===== src/rtl/uart_tx_stim_pkg.sv =====
// Shared UART definitions: data width, default divider/FIFO depth and the
// transmitter state encoding used by uart_tx_stim and its FIFO.
package uart_tx_stim_pkg;

  localparam int UART_DATA_W         = 8;
  localparam int UART_DEF_DIV_RATE   = 260;  // 38400 baud at 10 MHz
  localparam int UART_DEF_FIFO_DEPTH = 8;

  typedef enum logic [1:0] {
    ST_IDLE  = 2'd0,
    ST_START = 2'd1,
    ST_DATA  = 2'd2,
    ST_STOP  = 2'd3
  } tx_state_t;

endpackage


===== src/rtl/uart_tx_fifo.sv =====
// Byte FIFO feeding the UART transmitter. Head byte is presented on dout
// combinationally; pushes while full are dropped and latch a sticky overflow.
module uart_tx_fifo
  import uart_tx_stim_pkg::*;
#(
  parameter int DEPTH = UART_DEF_FIFO_DEPTH
) (
  input  logic                   clk,
  input  logic                   reset,
  input  logic                   push,
  input  logic                   pop,
  input  logic [UART_DATA_W-1:0] din,
  output logic [UART_DATA_W-1:0] dout,
  output logic                   full,
  output logic                   empty,
  output logic                   overflow
);

  localparam int PTR_W = $clog2(DEPTH);
  localparam logic [PTR_W:0] COUNT_FULL = (PTR_W + 1)'(DEPTH);

  logic [UART_DATA_W-1:0] mem [DEPTH];
  logic [PTR_W-1:0]       wr_ptr;
  logic [PTR_W-1:0]       rd_ptr;
  logic [PTR_W:0]         count;
  logic                   do_push;
  logic                   do_pop;

  // A push is judged against the pre-edge full flag, so a same-edge pop
  // does not make room for it.
  assign do_push = push && !full;
  assign do_pop  = pop && !empty;

  assign full  = (count == COUNT_FULL);
  assign empty = (count == '0);
  assign dout  = mem[rd_ptr];

  // Storage array: written only on accepted pushes, never reset.
  always_ff @(posedge clk) begin
    if (!reset && do_push) begin
      mem[wr_ptr] <= din;
    end
  end

  // Pointers, occupancy and sticky overflow; pointers wrap naturally at DEPTH.
  always_ff @(posedge clk) begin
    if (reset) begin
      wr_ptr   <= '0;
      rd_ptr   <= '0;
      count    <= '0;
      overflow <= 1'b0;
    end else begin
      if (do_push) wr_ptr <= wr_ptr + 1'b1;
      if (do_pop)  rd_ptr <= rd_ptr + 1'b1;
      case ({do_push, do_pop})
        2'b10:   count <= count + 1'b1;
        2'b01:   count <= count - 1'b1;
        default: count <= count;
      endcase
      if (push && full) overflow <= 1'b1;
    end
  end

endmodule


===== src/rtl/uart_tx_stim.sv =====
// 8N1 UART transmitter used as a stimulus source for the chip's uart_rx.
// Bytes are queued in uart_tx_fifo and serialised LSB first.
//
//   state    | meaning
//   ST_IDLE  | line high, waiting for a queued byte
//   ST_START | start bit (low) for DIV_RATE cycles
//   ST_DATA  | eight data bits, LSB first, DIV_RATE cycles each
//   ST_STOP  | stop bit (high) for DIV_RATE cycles, tx_end on exit
module uart_tx_stim
  import uart_tx_stim_pkg::*;
#(
  parameter int DIV_RATE   = UART_DEF_DIV_RATE,
  parameter int FIFO_DEPTH = UART_DEF_FIFO_DEPTH
) (
  input  logic                   clk,
  input  logic                   reset,
  input  logic                   wr_en,
  input  logic [UART_DATA_W-1:0] wr_data,
  output logic                   full,
  output logic                   empty,
  output logic                   overflow,
  output logic                   tx,
  output logic                   busy,
  output logic                   tx_end
);

  localparam int BAUD_W = $clog2(DIV_RATE);
  localparam logic [BAUD_W-1:0] BAUD_LAST = BAUD_W'(DIV_RATE - 1);

  tx_state_t              state, state_nxt;
  logic [BAUD_W-1:0]      baud_cnt, baud_nxt;
  logic [2:0]             bit_cnt, bit_nxt;
  logic [UART_DATA_W-1:0] shift_reg, shift_nxt;
  logic                   tx_nxt;
  logic                   tx_end_nxt;
  logic                   pop;
  logic [UART_DATA_W-1:0] fifo_dout;
  logic                   baud_done;

  uart_tx_fifo #(
    .DEPTH (FIFO_DEPTH)
  ) u_fifo (
    .clk      (clk),
    .reset    (reset),
    .push     (wr_en),
    .pop      (pop),
    .din      (wr_data),
    .dout     (fifo_dout),
    .full     (full),
    .empty    (empty),
    .overflow (overflow)
  );

  assign baud_done = (baud_cnt == BAUD_LAST);
  assign busy      = (state != ST_IDLE);

  // Next-state logic; tx is computed one cycle ahead so the pin comes from a flop.
  always_comb begin
    state_nxt  = state;
    baud_nxt   = baud_cnt + 1'b1;
    bit_nxt    = bit_cnt;
    shift_nxt  = shift_reg;
    tx_nxt     = tx;
    tx_end_nxt = 1'b0;
    pop        = 1'b0;
    case (state)
      ST_IDLE: begin
        baud_nxt = '0;
        if (!empty) begin
          pop       = 1'b1;
          shift_nxt = fifo_dout;
          tx_nxt    = 1'b0;
          state_nxt = ST_START;
        end
      end
      ST_START: begin
        if (baud_done) begin
          baud_nxt  = '0;
          tx_nxt    = shift_reg[0];
          shift_nxt = {1'b0, shift_reg[UART_DATA_W-1:1]};
          state_nxt = ST_DATA;
        end
      end
      ST_DATA: begin
        if (baud_done) begin
          baud_nxt = '0;
          if (bit_cnt == 3'd7) begin
            bit_nxt   = '0;
            tx_nxt    = 1'b1;
            state_nxt = ST_STOP;
          end else begin
            bit_nxt   = bit_cnt + 1'b1;
            tx_nxt    = shift_reg[0];
            shift_nxt = {1'b0, shift_reg[UART_DATA_W-1:1]};
          end
        end
      end
      ST_STOP: begin
        if (baud_done) begin
          baud_nxt   = '0;
          tx_end_nxt = 1'b1;
          state_nxt  = ST_IDLE;
        end
      end
      default: begin
        baud_nxt  = '0;
        tx_nxt    = 1'b1;
        state_nxt = ST_IDLE;
      end
    endcase
  end

  // State register; reset aborts any frame in progress and parks the line high.
  always_ff @(posedge clk) begin
    if (reset) begin
      state     <= ST_IDLE;
      baud_cnt  <= '0;
      bit_cnt   <= '0;
      shift_reg <= '0;
      tx        <= 1'b1;
      tx_end    <= 1'b0;
    end else begin
      state     <= state_nxt;
      baud_cnt  <= baud_nxt;
      bit_cnt   <= bit_nxt;
      shift_reg <= shift_nxt;
      tx        <= tx_nxt;
      tx_end    <= tx_end_nxt;
    end
  end

endmodule


===== config.mk =====
export PLATFORM = sky130hd
export DESIGN_NAME = uart_tx_stim
export DESIGN_NICKNAME = d
export VERILOG_FILES = /design/src/rtl/uart_tx_stim_pkg.sv /design/src/rtl/uart_tx_fifo.sv /design/src/rtl/uart_tx_stim.sv
export SDC_FILE = /design/constraint.sdc
export NUM_CORES = 1
export LEC_CHECK = 0
export CAP_MARGIN = 20
export CORE_ASPECT_RATIO = 0.6
export CORE_MARGIN = 2
export CORE_UTILIZATION = 34
export DETAILED_ROUTE_END_ITERATION = 8
export PLACE_DENSITY = 0.54
export SETUP_SLACK_MARGIN = 0.1
export SYNTH_ARGS = -nofsm -noshare
export SYNTH_HDL_FRONTEND = slang
export SYNTH_HIERARCHICAL = 1
export SYNTH_SLANG_ARGS = --single-unit

===== constraint.sdc =====
create_clock -name clk -period 3.8 [get_ports clk]
set_input_delay 1.14 -clock clk [delete_from_list [all_inputs] [get_ports clk]]
set_output_delay 1.14 -clock clk [all_outputs]
set_load 0.01 [all_outputs]

; ---- Yosys cells after proc, flatten, opt, wreduce, memory -nomap -nowiden
; Memories as Yosys holds them, arrays and structs flattened. A register that Yosys moved wholly into a read port is not among the register bits.
; Index checks and enable logic that the tools add are counted.
[classes]
n_addsub = 6
eq_ne = 14
muxes = 27
bitwise = 1
n_reduce_logical = 18
[ops]
columns = cell, count
row1 = $mux 8, 4
row2 = $pmux 8 s3, 1
row3 = $pmux 9 s2, 1
row4 = $ne 2x2->1 const B, 6
row5 = $mux 2, 5
row6 = $reduce_and 5->1, 2
row7 = $add 3x1->3 const B, 3
row8 = $add 9x1->9 const B, 1
row9 = $eq 9x9->1 const B, 1
row10 = $mux 1, 9
row11 = $mux 3, 3
row12 = $mux 9, 1
row13 = $pmux 2 s4, 1
row14 = $pmux 4 s2, 1
row15 = $eq 2x2->1 const B, 3
row16 = $add 4x1->4 const B, 1
row17 = $eq 2x1->1 const B, 2
row18 = $eq 4x4->1 const B, 1
row19 = $logic_and 1x1->1, 4
row20 = $logic_not 4->1, 1
row21 = $reduce_and 4->1, 1
row22 = $reduce_bool 2->1, 2
row23 = $sub 4x1->4 const B, 1
row24 = $eq 3x3->1 const B, 1
row25 = 8 further kinds, 10
[totals]
reg_bits = 35
ram_bits = 64
inputBits = 11
output_inout_bits = 6
wordCells = 77
mem_count = 1
[mem_list]
columns = memory, words, width, read_ports, rd_clocked_by_memory_dff, wr, line
row1 = u_fifo.mem, 8, 8, 1, 1, 1, uart_tx_fifo.sv:22  ; logic [UART_DATA_W-1:0] mem [DEPTH];

; ---- Logic depth before layout (Yosys ltp)
[depth]
depth_word = 6
ltp_mapped = 12
mapped_depth_nobuf = 12

; ---- By module
; Netlist, hierarchy kept.
[modules_own_cells]
columns = mod, instances, cells_per_inst, area_per_inst_um2, seq_area_each_um2
row1 = uart_tx_fifo, 1, 173, 3193.1, 2202.1
row2 = uart_tx_stim, 1, 140, 1252.5, 480.5

; ---- Worst setup path after synthesis
; OpenSTA, ideal clock, no wires.
[synth_timing]
kind = input-to-reg
from = in reset
to = mem u_fifo.mem[0][0], enable pin
setup_ps = 398
arrival_ps = 2349
required_time_ps = 3402
slack_ps = 1053
path_stages = 3
n_path_buf = 1
path_cell_list = clkbuf_1 nor2_1 nor4b_1
[synth_between]
elab_chain_len = 4
[synth_rtl]
columns = element, line
row1 = start: declaration, uart_tx_stim.sv:16  ; input logic reset,
row2 = $logic_not 1->1, uart_tx_fifo.sv:40  ; if (!reset && do_push) begin
row3 = $logic_and 1x1->1, uart_tx_fifo.sv:40
row4 = $mux 1, uart_tx_fifo.sv:40
row5 = $mux 1 (implied by the code), uart_tx_fifo.sv:41  ; mem[wr_ptr] <= din;
row6 = end: declaration, uart_tx_fifo.sv:22
; No other way between the ends.

; ---- Final worst setup path
[layout_timing]
from = reg u_fifo.count[1]
to = out full
[layout_between]
elab_chain_len = 1
[layout_rtl]
columns = element, line
row1 = start: declaration, uart_tx_fifo.sv:25  ; logic [PTR_W:0] count;
row2 = start signal: assignment, uart_tx_fifo.sv:56  ; 2'b10: count <= count + 1'b1;
row3 = start signal: assignment, uart_tx_fifo.sv:57  ; 2'b01: count <= count - 1'b1;
row4 = start signal: assignment, uart_tx_fifo.sv:58  ; default: count <= count;
row5 = $eq 4x4->1, uart_tx_fifo.sv:34  ; assign full = (count == COUNT_FULL);
row6 = end: declaration, uart_tx_stim.sv:19  ; output logic full,
; No other way between the ends.

==> key figures <==
Outcome
  – Status: complete, no violations

Yosys
  – Synth warn: 6
  – Top cells by area, synth: edfxtp_1 (43%), dfxtp_1 (17%), mux4_1 (4.7%), mux4_2 (4.1%), ha_1 (3.7%)
  – Syn nets: 337
  – Most used DFF post-synth: edfxtp_1
  – Syn Area/Cell: 14.20 sq um
  – Async S/R FF share, synth: 0
  – Top cell type's share of synthesized area: 0.4323
  – Post-synth EDFFs: 64
  – #FFs+latches synth: 102
  – Synth area leader: edfxtp_1
  – Cells after Synth: 313
  – Sequential-to-total area share from yosys stat: 0.6034
  – Synth Cell Area: 4446 sq um
  – Synth unique cells: 55

Clock tree
  – Maximum clock path buffer count: 2
  – CTS root buf: clkbuf_16
  – Post_cts resized: 0
  – Skew-Pair Late Insertion Delay: 0.34 ns
  – CTS tree: built
  – Cts hold-fix bufs: 0
  – CTS Sinks: 102
  – H-tree level count: 3
  – Post-CTS Setup Inserts: 0
  – Num CTS Buffers: 9
  – Clock-pin slew on the worst setup and hold paths: 0.07 ns

Worst setup path
  – Element type at the critical path start: register
  – Crit path required time: 2.66 ns
  – Element type at the critical path end: output port
  – Worst path max stage delay: 0.64 ns
  – CP max FO: 8
  – Slowest cell on crit path: or4b_4
  – Worst R2R Start: u_fifo/count[1]
  – Kind of critical path: reg2out
  – Crit path buf inv count: 2
  – Cell family with most CP delay: simple AND/OR/NAND/NOR gates
  – Crit path from: u_fifo/count[1]
  – WP data arrival: 2.01 ns
  – Crit path cell chain: or4b_4, inv_1, clkdlybuf4s50_1

Detailed routing
  – Initial DRC Count: 140
  – Vias post-DR: 2562
  – WL/cell: 16.39 um
  – DR DRC count: 0
  – Drt first pass iters: 4
  – ANT nets after route: 0
  – Drt total wl: 8374 um
  – Via density: 5.014

Timing
  – Clock Skew: 0.004486 ns
  – Worst-margin pin slew: 0.7564 ns
  – Fin crit share: 0.8293
  – Fmax: 317.3 MHz
  – Max-Slew Margin vs Limit: 0.4950
  – Setup TNS: 0 ns
  – Min Hold Slack: 0.4665 ns
  – Period minus WS final: 3.151 ns
  – Slew Viols, Final: 0
  – RSZ-0062 raised after global routing: false
  – Fin. Hold Viols: 0
  – Setup violations, final: 0

Run
  – Max-cap viol count: 0

Cells and area
  – Fin util: 0.3990
  – Nets: 360
  – Final std cell area, no fill: 5112 sq um
  – P&R area growth vs syn: 15.00%
  – Proportion of layout cells with a drive suffix above 1: 0.1760
  – Max reg flops: 64
  – Fin cells: 511
  – Diode count: 0

Placement
  – Post-DP HPWL: 5670 um
  – Routability cong.: 0.7711
  – Dpl cell area: 4823 sq um
  – Port bufs: 16
  – Placed Cells: 495

Global route
  – GR Util All Layers: 0.1288
  – Largest net degree at the start of global routing: 20
  – Initial antenna violation count: 0
  – Wire length of the first global-routing pass: 13380 um
  – Vias in the first global route: 2434
  – GRT overflow: 0

Pwr
  – Switch share: 0.3154
  – Cell Int Power: 2189 uW
  – Peak supply drop: 0.2767 mV
  – Seq pwr share: 0.429
  – Power share of the clock group: 0.276
  – Switch Pwr: 1009 uW
  – Leak: 0.001739 uW
  – Combinational Power Share: 0.295
  – Power per cell area: 625.5 nW/um^2

Hold path
  – Hold Path Origin: bit_cnt[2]
  – Hold WC Path Type: reg2reg

Floorplan
  – Chip width: 151.6 um
  – Die ar.: 14040 sq um
  – CORE AREA: 12810 sq um
  – I/O pins: 17
  – Initial Utilization: 0.3470
  – FP Rows: 32
  – Die Span Y: 92.57 um
## stage by stage
step | worst slack [ns] | power, uW
final | 0.6487 | 3198
after global routing | 0.5582 | 3402
after CTS | 0.6248 | 3236
after detailed placement | 0.4506 | 2340
after global placement | 0.5054 | 2323
after floorplan | 1.053 | 2107
## cells in the mapped netlist, types with 2 or more instances
cell type,number
a21oi_1,18
a21oi_2,2
and3_1,2
buf_1,2
buf_2,3
buf_6,4
clkbuf_1,6
dfxtp_1,38
edfxtp_1,64
ha_1,13
inv_1,5
mux2_2,9
mux2i_1,10
mux4_1,8
mux4_2,8
nand2_1,11
nand2b_1,3
nand3_1,8
nand3b_1,2
nand4_1,2
nor2_1,28
nor3_1,3
nor3b_1,2
nor4_1,2
o21ai_0,11
or3_1,9
xnor2_1,2
xor2_1,11
## layout by cell type (no fill, tap or decap), types with 11 or more instances in the layout
cell type / count
a21oi_1: 18
buf_4: 11
clkdlybuf4s50_1: 16
dfxtp_1: 38
edfxtp_1: 64
ha_1: 13
nand2_1: 11
nor2_1: 28
o21ai_0: 11
xor2_1: 11
## final timing paths
| path | endpoint | slack (ns) | cells past startpoint |
|---|---|---|---|
| hold reg to reg | bit_cnt[2] | 0.47 | 2 |
| setup / recovery | full | 0.65 | 3 |
| setup reg to reg | u_fifo/count[2] | 1.04 | 10 |
| hold / removal | bit_cnt[2] | 0.47 | 2 |
## area by class of cell
| cell class | instances | area (sq um) |
|---|---|---|
| flip-flops and latches | 102 | 2683 |
| inverters | 5 | 18.77 |
| clock inverters | 7 | 63.81 |
| multi-input cells | 191 | 1667 |
| repair buffers | 27 | 242.7 |
| well taps | 170 | 212.7 |
| clock buffers | 9 | 225.2 |
| fillers | 1186 | 7700 |
## metal layers
layer / track usage / share of wire
met1: 0.1861 / 0.53
met5: 0 / 0
met4: 0.02469 / 0.0078
met2: 0.1882 / 0.43
met3: 0.04483 / 0.035
## worst register-to-register path, stage by stage, from the launching register on
cell	delay, ns
dfxtp_1	0.39
nor4_1	0.54
nor2_1	0.18
o41a_1	0.24
ha_1	0.30
xor2_1	0.17
ha_1	0.19
a21oi_1	0.14
xor2_1	0.09
or3_1	0.30
a21oi_1	0.15
## power groups by stage
stage	registers [uW]	clock network (uW)	logic, uW
after floorplan	1370	0	742
after global placement	1390	0	931
after detailed placement	1400	0	942
after CTS	1370	913	951
after global routing	1390	963	1050
final	1370	882	943
## cell families after synthesis
group,count (synthesis),share of synthesized area
AO/OA/AOI/OAI,41,0.05714
multiplexers,35,0.1331
XOR/XNOR,14,0.02927
buffers and inverters,20,0.02449
flip-flops,102,0.6034
AND/OR/NAND/NOR,88,0.1160
adder cells (fa/ha/maj),13,0.03659
No activity file was read; power rests on OpenSTA's default activity.
